File: src/rtl/tt_pkg.sv
// Shared types and width helpers for the truth-table scanner.
package tt_pkg;

    typedef enum logic [2:0] {
        IDLE   = 3'd0,
        DRIVE  = 3'd1,
        SETTLE = 3'd2,
        SAMPLE = 3'd3,
        DONE   = 3'd4
    } state_t;

    function automatic int unsigned mask_w(input int unsigned n_in);
        return 32'd1 << n_in;
    endfunction

    // Never zero so the settle counter always has a legal width.
    function automatic int unsigned settle_w(input int unsigned settle_cyc);
        return (settle_cyc == 0) ? 1 : $clog2(settle_cyc + 1);
    endfunction

    localparam int unsigned N_IN_DEF       = 3;
    localparam int unsigned SETTLE_CYC_DEF = 1;
    localparam int unsigned MASK_W         = mask_w(N_IN_DEF);
    localparam int unsigned SETTLE_W       = settle_w(SETTLE_CYC_DEF);

endpackage

File: src/rtl/tt_settle_timer.sv
// Loadable down-counter; expire is high during the last settle cycle.
module tt_settle_timer #(
    parameter int unsigned SETTLE_CYC = 1,
    parameter int unsigned SETTLE_W   = 1
) (
    input  logic clk,
    input  logic rst_n,
    input  logic load,
    output logic expire
);

    logic [SETTLE_W-1:0] cnt;

    always_ff @(posedge clk or negedge rst_n) begin
        if (!rst_n) begin
            cnt    <= '0;
            expire <= 1'b0;
        end else if (load) begin
            cnt    <= SETTLE_W'(SETTLE_CYC);
            expire <= (SETTLE_CYC == 1);
        end else if (cnt != '0) begin
            cnt    <= cnt - SETTLE_W'(1);
            expire <= (cnt == SETTLE_W'(2));
        end
    end

endmodule

File: src/rtl/truth_table_scanner.sv
// Walks every input vector of a combinational function and captures its minterm mask.
// Optional build macro TT_COMPARE_EN adds comparison against exp_mask.
module truth_table_scanner
    import tt_pkg::*;
#(
    parameter int unsigned N_IN       = 3,
    parameter int unsigned SETTLE_CYC = 1
) (
    input  logic                      clk,
    input  logic                      rst_n,
    input  logic                      start,
    input  logic                      abort,
    input  logic                      s_in,
    input  logic [mask_w(N_IN)-1:0]   exp_mask,
    output logic [N_IN-1:0]           vec_out,
    output logic                      busy,
    output logic                      done,
    output logic [mask_w(N_IN)-1:0]   minterm_mask,
    output logic                      mismatch,
    output logic [N_IN-1:0]           first_fail
);

    localparam int unsigned MW = mask_w(N_IN);
    localparam int unsigned SW = settle_w(SETTLE_CYC);

    state_t          state, state_nx;
    logic [N_IN-1:0] idx, idx_nx;
    logic [N_IN-1:0] vec_nx;
    logic [MW-1:0]   mask_nx;
    logic            busy_nx, done_nx;
    logic            last, accept, capture;
    logic            load, expire;

    assign last    = (idx == {N_IN{1'b1}});
    assign accept  = (state == IDLE) && start;
    assign capture = (state == SAMPLE) && !abort;
    assign load    = (state == DRIVE);

    generate
        if (SETTLE_CYC == 0) begin : g_no_settle
            logic unused_load;
            assign unused_load = load;
            assign expire      = 1'b1;
        end else begin : g_settle
            tt_settle_timer #(
                .SETTLE_CYC (SETTLE_CYC),
                .SETTLE_W   (SW)
            ) u_timer (
                .clk    (clk),
                .rst_n  (rst_n),
                .load   (load),
                .expire (expire)
            );
        end
    endgenerate

    // State register
    always_ff @(posedge clk or negedge rst_n) begin
        if (!rst_n) state <= IDLE;
        else        state <= state_nx;
    end

    // Next-state logic; abort overrides everything except a start in IDLE
    always_comb begin
        state_nx = state;
        case (state)
            IDLE:    if (start) state_nx = DRIVE;
            DRIVE:   state_nx = abort ? IDLE : ((SETTLE_CYC == 0) ? SAMPLE : SETTLE);
            SETTLE:  if (abort) state_nx = IDLE; else if (expire) state_nx = SAMPLE;
            SAMPLE:  state_nx = abort ? IDLE : (last ? DONE : DRIVE);
            DONE:    state_nx = IDLE;
            default: state_nx = IDLE;
        endcase
    end

    // Output/datapath next values
    always_comb begin
        idx_nx  = idx;
        mask_nx = minterm_mask;
        vec_nx  = vec_out;
        busy_nx = (state_nx == DRIVE) || (state_nx == SETTLE) || (state_nx == SAMPLE);
        done_nx = (state_nx == DONE);
        if (accept) begin
            idx_nx  = '0;
            mask_nx = '0;
        end
        if (capture) begin
            mask_nx[idx] = s_in;
            if (!last) idx_nx = idx + N_IN'(1);
        end
        if (state_nx == DRIVE) vec_nx = idx_nx;
    end

    always_ff @(posedge clk or negedge rst_n) begin
        if (!rst_n) begin
            idx          <= '0;
            vec_out      <= '0;
            busy         <= 1'b0;
            done         <= 1'b0;
            minterm_mask <= '0;
        end else begin
            idx          <= idx_nx;
            vec_out      <= vec_nx;
            busy         <= busy_nx;
            done         <= done_nx;
            minterm_mask <= mask_nx;
        end
    end

`ifdef TT_COMPARE_EN
    logic            mm_nx;
    logic [N_IN-1:0] ff_nx;

    // Only the first differing vector is recorded
    always_comb begin
        mm_nx = mismatch;
        ff_nx = first_fail;
        if (accept) begin
            mm_nx = 1'b0;
            ff_nx = '0;
        end else if (capture && (s_in != exp_mask[idx]) && !mismatch) begin
            mm_nx = 1'b1;
            ff_nx = idx;
        end
    end

    always_ff @(posedge clk or negedge rst_n) begin
        if (!rst_n) begin
            mismatch   <= 1'b0;
            first_fail <= '0;
        end else begin
            mismatch   <= mm_nx;
            first_fail <= ff_nx;
        end
    end
`else
    logic unused_exp;
    assign unused_exp = ^exp_mask;
    assign mismatch   = 1'b0;
    assign first_fail = '0;
`endif

endmodule
File: config.mk
export PLATFORM = sky130hd
export DESIGN_NAME = truth_table_scanner
export DESIGN_NICKNAME = d
export VERILOG_FILES = /design/src/rtl/tt_pkg.sv /design/src/rtl/tt_settle_timer.sv /design/src/rtl/truth_table_scanner.sv
export SDC_FILE = /design/constraint.sdc
export NUM_CORES = 1
export LEC_CHECK = 0
export CORE_ASPECT_RATIO = 1.4
export CORE_MARGIN = 8
export CORE_UTILIZATION = 48
export CTS_BUF_LIST = sky130_fd_sc_hd__clkbuf_8
export CTS_CLUSTER_DIAMETER = 30
export DETAILED_ROUTE_END_ITERATION = 8
export GPL_ROUTABILITY_DRIVEN = 0
export MAX_ROUTING_LAYER = met4
export PLACE_DENSITY = 0.8
export SLEW_MARGIN = 20
export SYNTH_ARGS = -nofsm -noshare
export SYNTH_HDL_FRONTEND = slang
export SYNTH_SLANG_ARGS = --single-unit
File: constraint.sdc
create_clock -name clk -period 2.6 [get_ports clk]
set_input_delay 0.26 -clock clk [delete_from_list [all_inputs] [get_ports clk]]
set_output_delay 0.26 -clock clk [all_outputs]
set_load 0.005 [all_outputs]
After elaboration in Yosys (flattened, before gate mapping)

Index checks and enable logic that the tools add are counted.

Bits of input ports: 13
Register bits: 21

Order comparisons: 2
Muxes and demuxes: 19
Reductions and logical operators: 8
Bitwise operators: 1
Equality and inequality tests: 8
$add $sub $neg: 2

Operators with widths:

| operator                                                   | number |
|---|---|
| 2-to-1 mux 3 bit                                           | 8 |
| 2-to-1 mux 8 bit                                           | 2 |
| == test 3 x 2 -> 1 bit, second input constant              | 4 |
| case mux 3 bit (4 select lines)                            | 1 |
| bitwise mux 8 bit                                          | 1 |
| == test 3 x 1 -> 1 bit, second input constant              | 2 |
| == test 3 bit, second input constant                       | 2 |
| 2-to-1 mux 1 bit                                           | 5 |
| less-than comparator 3 x 4 -> 1 bit, second input constant | 1 |
| adder 3 x 1 -> 3 bit, second input constant                | 1 |
| demux 1 bit (select 3 bit)                                 | 1 |
| >= comparator 3 x 1 -> 1 bit, second input constant        | 1 |
| logical AND 1 bit                                          | 3 |
| logical NOT 3 bit                                          | 1 |
| logical OR 1 bit                                           | 2 |
| 2-to-1 mux 2 bit                                           | 1 |
| nonzero test 2 bit                                         | 1 |
| logical NOT 1 bit                                          | 1 |
| inverter 1 bit                                             | 1 |
| subtractor 1 bit, second input constant                    | 1 |

Depth between registers and ports, before layout

Gate-level depths: netlist of the first run.

Depth after elaboration: 7
Depth in mapped cells: 5

Cells and area by module

Synthesis of the first run repeated with hierarchy kept, for this count alone.

Cell total of the unflattened synthesis: 101
Area, all modules: 1098.6 sq um

By module, submodules not included:

| module              | cells an instance | area each (sq um) | sequential area each (sq um) | instances |
|---|---|---|---|---|
| truth_table_scanner | 97                | 1037.2            | 475.5                        | 1 |
| tt_settle_timer     | 4                 | 61.3              | 50.0                         | 1 |

Worst setup path before layout of the first run

No wires, ideal clock.

Kind: register to register
Start point: register idx[0]
End point: register vec_out[1]
Data required time: 2.472 ns
Arrival: 1.623 ns
Period minus slack after synthesis: 1.751 ns
Library setup time: 0.128 ns
Stages on the path, launching flop included: 6
Path slack: 0.849 ns
Cell sequence: dfrtp_1 > ha_1 > ha_1 > nand4bb_1 > a211oi_2 > mux2_1

Cells in the longest elaborated chain, start to end: 5
Elaborated cells between the ends (all ways): 8
Classes of those cells: add/sub: 1; eq/ne: 2; mux: 5

RTL lines:

| item                            | RTL line                   | text |
|---|---|---|
| start: declaration              | truth_table_scanner.sv:27  | `logic [N_IN-1:0] idx, idx_nx;` |
| start signal: assignment        | truth_table_scanner.sv:102 | `idx <= idx_nx;` |
| == test 3 bit                   | truth_table_scanner.sv:34  | `assign last = (idx == {N_IN{1'b1}});` |
| 2-to-1 mux 3 bit (2 in series)  | truth_table_scanner.sv:70  | `SAMPLE: state_nx = abort ? IDLE : (last ? DONE : DRIVE);` |
| case mux 3 bit (4 select lines) | truth_table_scanner.sv:66  | `case (state)` |
| == test 3 x 1 -> 1 bit          | truth_table_scanner.sv:91  | `if (state_nx == DRIVE) vec_nx = idx_nx;` |
| end signal: assignment          | truth_table_scanner.sv:103 | `vec_out <= vec_nx;` |
| end: declaration                | truth_table_scanner.sv:15  | `output logic [N_IN-1:0] vec_out,` |

Parallel ways exist; a longest one is shown, timed or not.
A chain may end at the register's enable or synchronous reset.

Final worst setup path of the first run

Same ends and word-level chain as after synthesis.

==> impl_metrics.toml, run 1 <==
[status]
run_status = "completed"

[drt]
drt_pre_antenna_iters = 4
viasPerCell = 5.917
ant_nets = 0
drc = 0
wire_per_inst_microns = 16.25
num_vias = 787
drt_first_iter_violations = 16
wirelength_mm = 2.161

[clocking]
clk_pin_slew_ns = 0.08
cts.sinks = 21
cts_buffers = 3
clock_latency_ns = 0.26
cts_setup_buffers = 0
clk_path_buf_depth = 2
tritoncts = "built"
ctsHoldBuffers = 0
htree_num_levels = 1
cts_resized = 0
cts-root-buf = "clkbuf_8"

[yosys]
avgSynthCellArea_sq_um = 11.04
synthesis.area_sq_um = 1082
synth-seq-area-share = 0.4855
ys_warn_count = 0
synth_cell_types = 35
ys_ff_latch = 21
synth_edf_count = 0
synthCells = 98
synthFlopType = "dfrtp_1"
synthArstFlopShare = 1.000

[setup_path]
reg2reg_slack_ns = 0.54
cp_slowest_cell = "dfrtp_1"
critPathTopFamily = "adder cells"
worstSetupEndpointType = "flop"
cp_max_fo = 13
crit_type = "flop to flop"
required_ns = 2.74
crit_top_cell = "ha_1"
arrival_ns = 2.20
slowest_delay_ns = 0.52
path_cells = "ha_1 > ha_1 > nand4bb_1 > a211oi_2 > mux2_1"
cp-start-kind = "flop"
cp_num_buf_inv = 0

[layout]
nets = 128
drive_above_1_share = 0.07207
finalInstanceArea_sq_um = 1281
final_cell_mix = "dfrtp_1 (21), clkdlybuf4s50_1 (17), nand2_1 (10)"
syn_to_final_growth_pct = 18.38
utilization = 0.5953
layout_commonest_cell = "dfrtp_1"
final_cells = 133
num_antenna_cells = 0

[floorplan]
die_w_microns = 56.13
dieArea_sq_um = 4052
initial_core_util = 0.5029
die_height_microns = 72.19
io_pins = 30
coreArea_sq_um = 2152
rows = 20

[global_route]
grt_pass1_wl_mm = 3.636
grt.overflow.total = 0
grt_max_degree = 22
grt.total_usage = 0.1107
first_global_vias = 830
antenna_found_initial = 0

[timing]
rsz0062_at_grt = "false"
setup_viol = 0
period_share = 0.7933
hold-worst-slack_ns = 0.3417
layout_setup_ws_ns = 0.5375
clock.fmax_mhz = 484.9
fin_skew_ns = 0.005266
period_needed_ns = 2.062
tns_ns = 0
timing.final.max_slew_violations = 0
hold_violations = 0

[placed_design]
port_buffers = 17
dp_cells = 129
pre_cts_ws_ns = 0.5179
hpwl_mm = 1.574
dpl_cell_area_sq_um = 1235

[pwr]
p_leak_nw = 0.6031
ir_drop_v = 0.0004063
power_density_nw_per_um2 = 720.3
power_mw = 0.9229

[worst_hold_path]
hp-class = "primary input to async pin"

[run]
cap_violations = 0
final cells by class:
class / count / area, sq um
clock buffer: 3 / 41.29
clock inverter: 1 / 5.005
fill: 185 / 870.8
inverter: 2 / 7.507
multi-input combinational: 66 / 496.7
sequential: 21 / 525.5
tap: 22 / 27.53
timing repair buffer: 18 / 177.7
Yosys cell counts (all sizes together) (2+ instances only):
| library cell | n | share of area |
|---|---|---|
| o41ai | 2 | 0.016 |
| mux2 | 2 | 0.021 |
| a32oi | 2 | 0.016 |
| ha | 3 | 0.035 |
| nand2 | 10 | 0.035 |
| nand3 | 3 | 0.014 |
| buf | 9 | 0.049 |
| and2 | 3 | 0.017 |
| nand4bb | 2 | 0.021 |
| mux2i | 7 | 0.065 |
| clkbuf | 3 | 0.010 |
| a21o | 4 | 0.028 |
| nor4b | 2 | 0.016 |
| inv | 2 | 0.0069 |
| dfrtp | 21 | 0.49 |
| nor2 | 3 | 0.010 |
| nor3b | 3 | 0.021 |
| nand4b | 2 | 0.016 |
report_power, final:
group          internal, mW  switching, mW  leakage [nW]  total (mW)
Combinational         0.125          0.108         0.293       0.233
Sequential            0.387         0.0927         0.284       0.480
Clock                 0.107          0.103        0.0255       0.210
Total                 0.619          0.304         0.603       0.923
layer usage:
| metal | wire (microns) | up-vias | share of wire | track usage |
|---|---|---|---|---|
| met3 | 89 | 5 | 0.041 | 0.02792 |
| met4 | 41 | 0 | 0.019 | 0.05630 |
| met5 | 0 | - | 0 | - |
| met1 | 967 | 387 | 0.45 | 0.1109 |
| li1 | - | 376 | - | - |
| met2 | 1063 | 19 | 0.49 | 0.1941 |
final timing paths:
kind,start,endpoint,depth (start not counted)
worst max-delay path,idx[0],vec_out[1],5
worst min-delay path,rst_n,g_settle.u_timer.expire,2
worst max register to register,idx[0],vec_out[1],5
worst min register to register,g_settle.u_timer.expire,g_settle.u_timer.expire,1
max in group asynchronous,rst_n,idx[2],2
min in group clk,g_settle.u_timer.expire,g_settle.u_timer.expire,1
flip-flops by register name, indices dropped and copies added (netlist names):
name and cells:
g_settle.u_timer.cnt 1, done 1, idx 3, g_settle.u_timer.expire 1, state 3, busy 1
minterm_mask 8, vec_out 3
cell families after synthesis:
kind of cell             synth area share
AO/OA/AOI/OAI                      0.1087
multiplexers                      0.08555
other                            0.003465
buffers and inverters             0.06590
flip-flops                         0.4855
AND/OR/NAND/NOR                    0.2081
adder cells (fa/ha/maj)           0.03469
XOR/XNOR                         0.008094
Power figures use the tool's default switching activity.
==> run 2, diff against run 1 <==
==> constraint.sdc (replaced) <==
create_clock -name clk -period 2.1 [get_ports clk]
set_input_delay 0.21 -clock clk [delete_from_list [all_inputs] [get_ports clk]]
set_output_delay 0.21 -clock clk [all_outputs]
set_load 0.005 [all_outputs]
==> run 2 against run 1 <==
Against the previous run: setup slack worse by 0.25 ns; worst hold slack worse by 0.047 ns; total power up 28%; via count up 4.3%.
==> impl_metrics.toml, run 2 (synthesized netlist as in run 1, its figures left out) <==
[status]
run_status = "completed"

[placed_design]
port_buffers = 17
pre_cts_ws_ns = 0.2794
hpwl_mm = 1.599

[floorplan]
coreArea_sq_um = 2152
initial_core_util = 0.5029
io_pins = 30
die_height_microns = 72.19
die_w_microns = 56.13
rows = 20
dieArea_sq_um = 4052

[pwr]
power_density_nw_per_um2 = 893.4
ir_drop_v = 0.0004695
p_leak_nw = 0.6284

[timing]
hold_violations = 0
period_share = 0.8646
period_needed_ns = 1.816
clock.fmax_mhz = 550.7
tns_ns = 0
timing.final.max_slew_violations = 0
setup_viol = 0
fin_skew_ns = 0.001452
rsz0062_at_grt = "false"
hold-worst-slack_ns = 0.2943
layout_setup_ws_ns = 0.2843

[clocking]
clk_pin_slew_ns = 0.07
cts.sinks = 21
clk_path_buf_depth = 2
cts_buffers = 3
cts_setup_buffers = 0
cts-root-buf = "clkbuf_8"
htree_num_levels = 1
tritoncts = "built"
ctsHoldBuffers = 0
cts_resized = 0
clock_latency_ns = 0.26

[setup_path]
reg2reg_slack_ns = 0.28
arrival_ns = 1.96
worstSetupEndpointType = "flop"
cp_max_fo = 7
crit_type = "flop to flop"
cp-start-kind = "flop"
r2r_cells = 5
required_ns = 2.25
worstReg2RegStart = "idx[0]"
rr_endpoint = "vec_out[1]"

[layout]
syn_to_final_growth_pct = 21.85
layout_commonest_cell = "dfrtp_1"
num_antenna_cells = 0
final_cell_mix = "dfrtp_1 (21), clkdlybuf4s50_1 (17), nand2_1 (10)"
largest_reg_flops = 8
drive_above_1_share = 0.1121
regMostFlops = "minterm_mask"
nets = 133

[drt]
wire_per_inst_microns = 16.27
drt_first_iter_violations = 21
drt_pre_antenna_iters = 4
drc = 0
wirelength_mm = 2.245
num_vias = 821
viasPerCell = 5.949
ant_nets = 0

[global_route]
grt_max_degree = 22
antenna_found_initial = 0
first_global_vias = 817
grt.overflow.total = 0
grt.total_usage = 0.1166
grt_pass1_wl_mm = 3.815

[worst_hold_path]
hp-class = "primary input to async pin"

[run]
cap_violations = 0
-- run 2: worst max-delay path, cell delays in order (launching register included) --
cell and delay (ns):
dfrtp_1 0.40, ha_1 0.23, ha_1 0.26, and4b_1 0.22, a211oi_2 0.25, mux2_1 0.34
-- run 2: metal layers --
metal | global-route usage | up-vias | wire [microns]
li1 | - | 385 | -
met1 | 0.1339 | 407 | 998
met2 | 0.1854 | 25 | 1114
met3 | 0.02792 | 4 | 103
met4 | 0.05898 | 0 | 29
met5 | - | - | 0
-- run 2: worst max path at each step --
stage / startpoint / endpoint / slack [ns] / cells past startpoint
2_1_floorplan: idx[0] / vec_out[1] / 0.35 / 5
3_3_place_gp: start / vec_out[1] / 0.28 / 4
3_5_place_dp: start / vec_out[0] / 0.28 / 4
4_1_cts: idx[0] / vec_out[1] / 0.28 / 5
5_1_grt: idx[1] / vec_out[2] / 0.21 / 5
6_report: idx[0] / vec_out[1] / 0.28 / 5
-- run 2: area by class of cell --
type | instances | area [sq um]
fill | 185 | 833.3
sequential | 21 | 525.5
multi-input combinational | 66 | 496.7
timing repair buffer | 23 | 215.2
clock buffer | 3 | 41.29
tap | 22 | 27.53
inverter | 2 | 7.507
clock inverter | 1 | 5.005
-- run 2: power breakdown --
part	switching, mW	total [mW]	internal, mW
combinational	0.177	0.352	0.175
sequential	0.0833	0.563	0.480
clock	0.131	0.263	0.132
total	0.391	1.18	0.787
-- run 2: stage by stage --
| step | std cells | total power [mW] | utilization | cell area, sq um |
|---|---|---|---|---|
| global placement | 134 | 0.8948 | 0.5913 | 1272 |
| global route | 138 | 1.255 | 0.6128 | 1319 |
| floorplan | 101 | 0.7868 | - | 1094 |
| detailed placement | 134 | 0.9197 | 0.5913 | 1272 |
| finish | 138 | 1.178 | 0.6128 | 1319 |
| CTS | 138 | 1.187 | 0.6128 | 1319 |
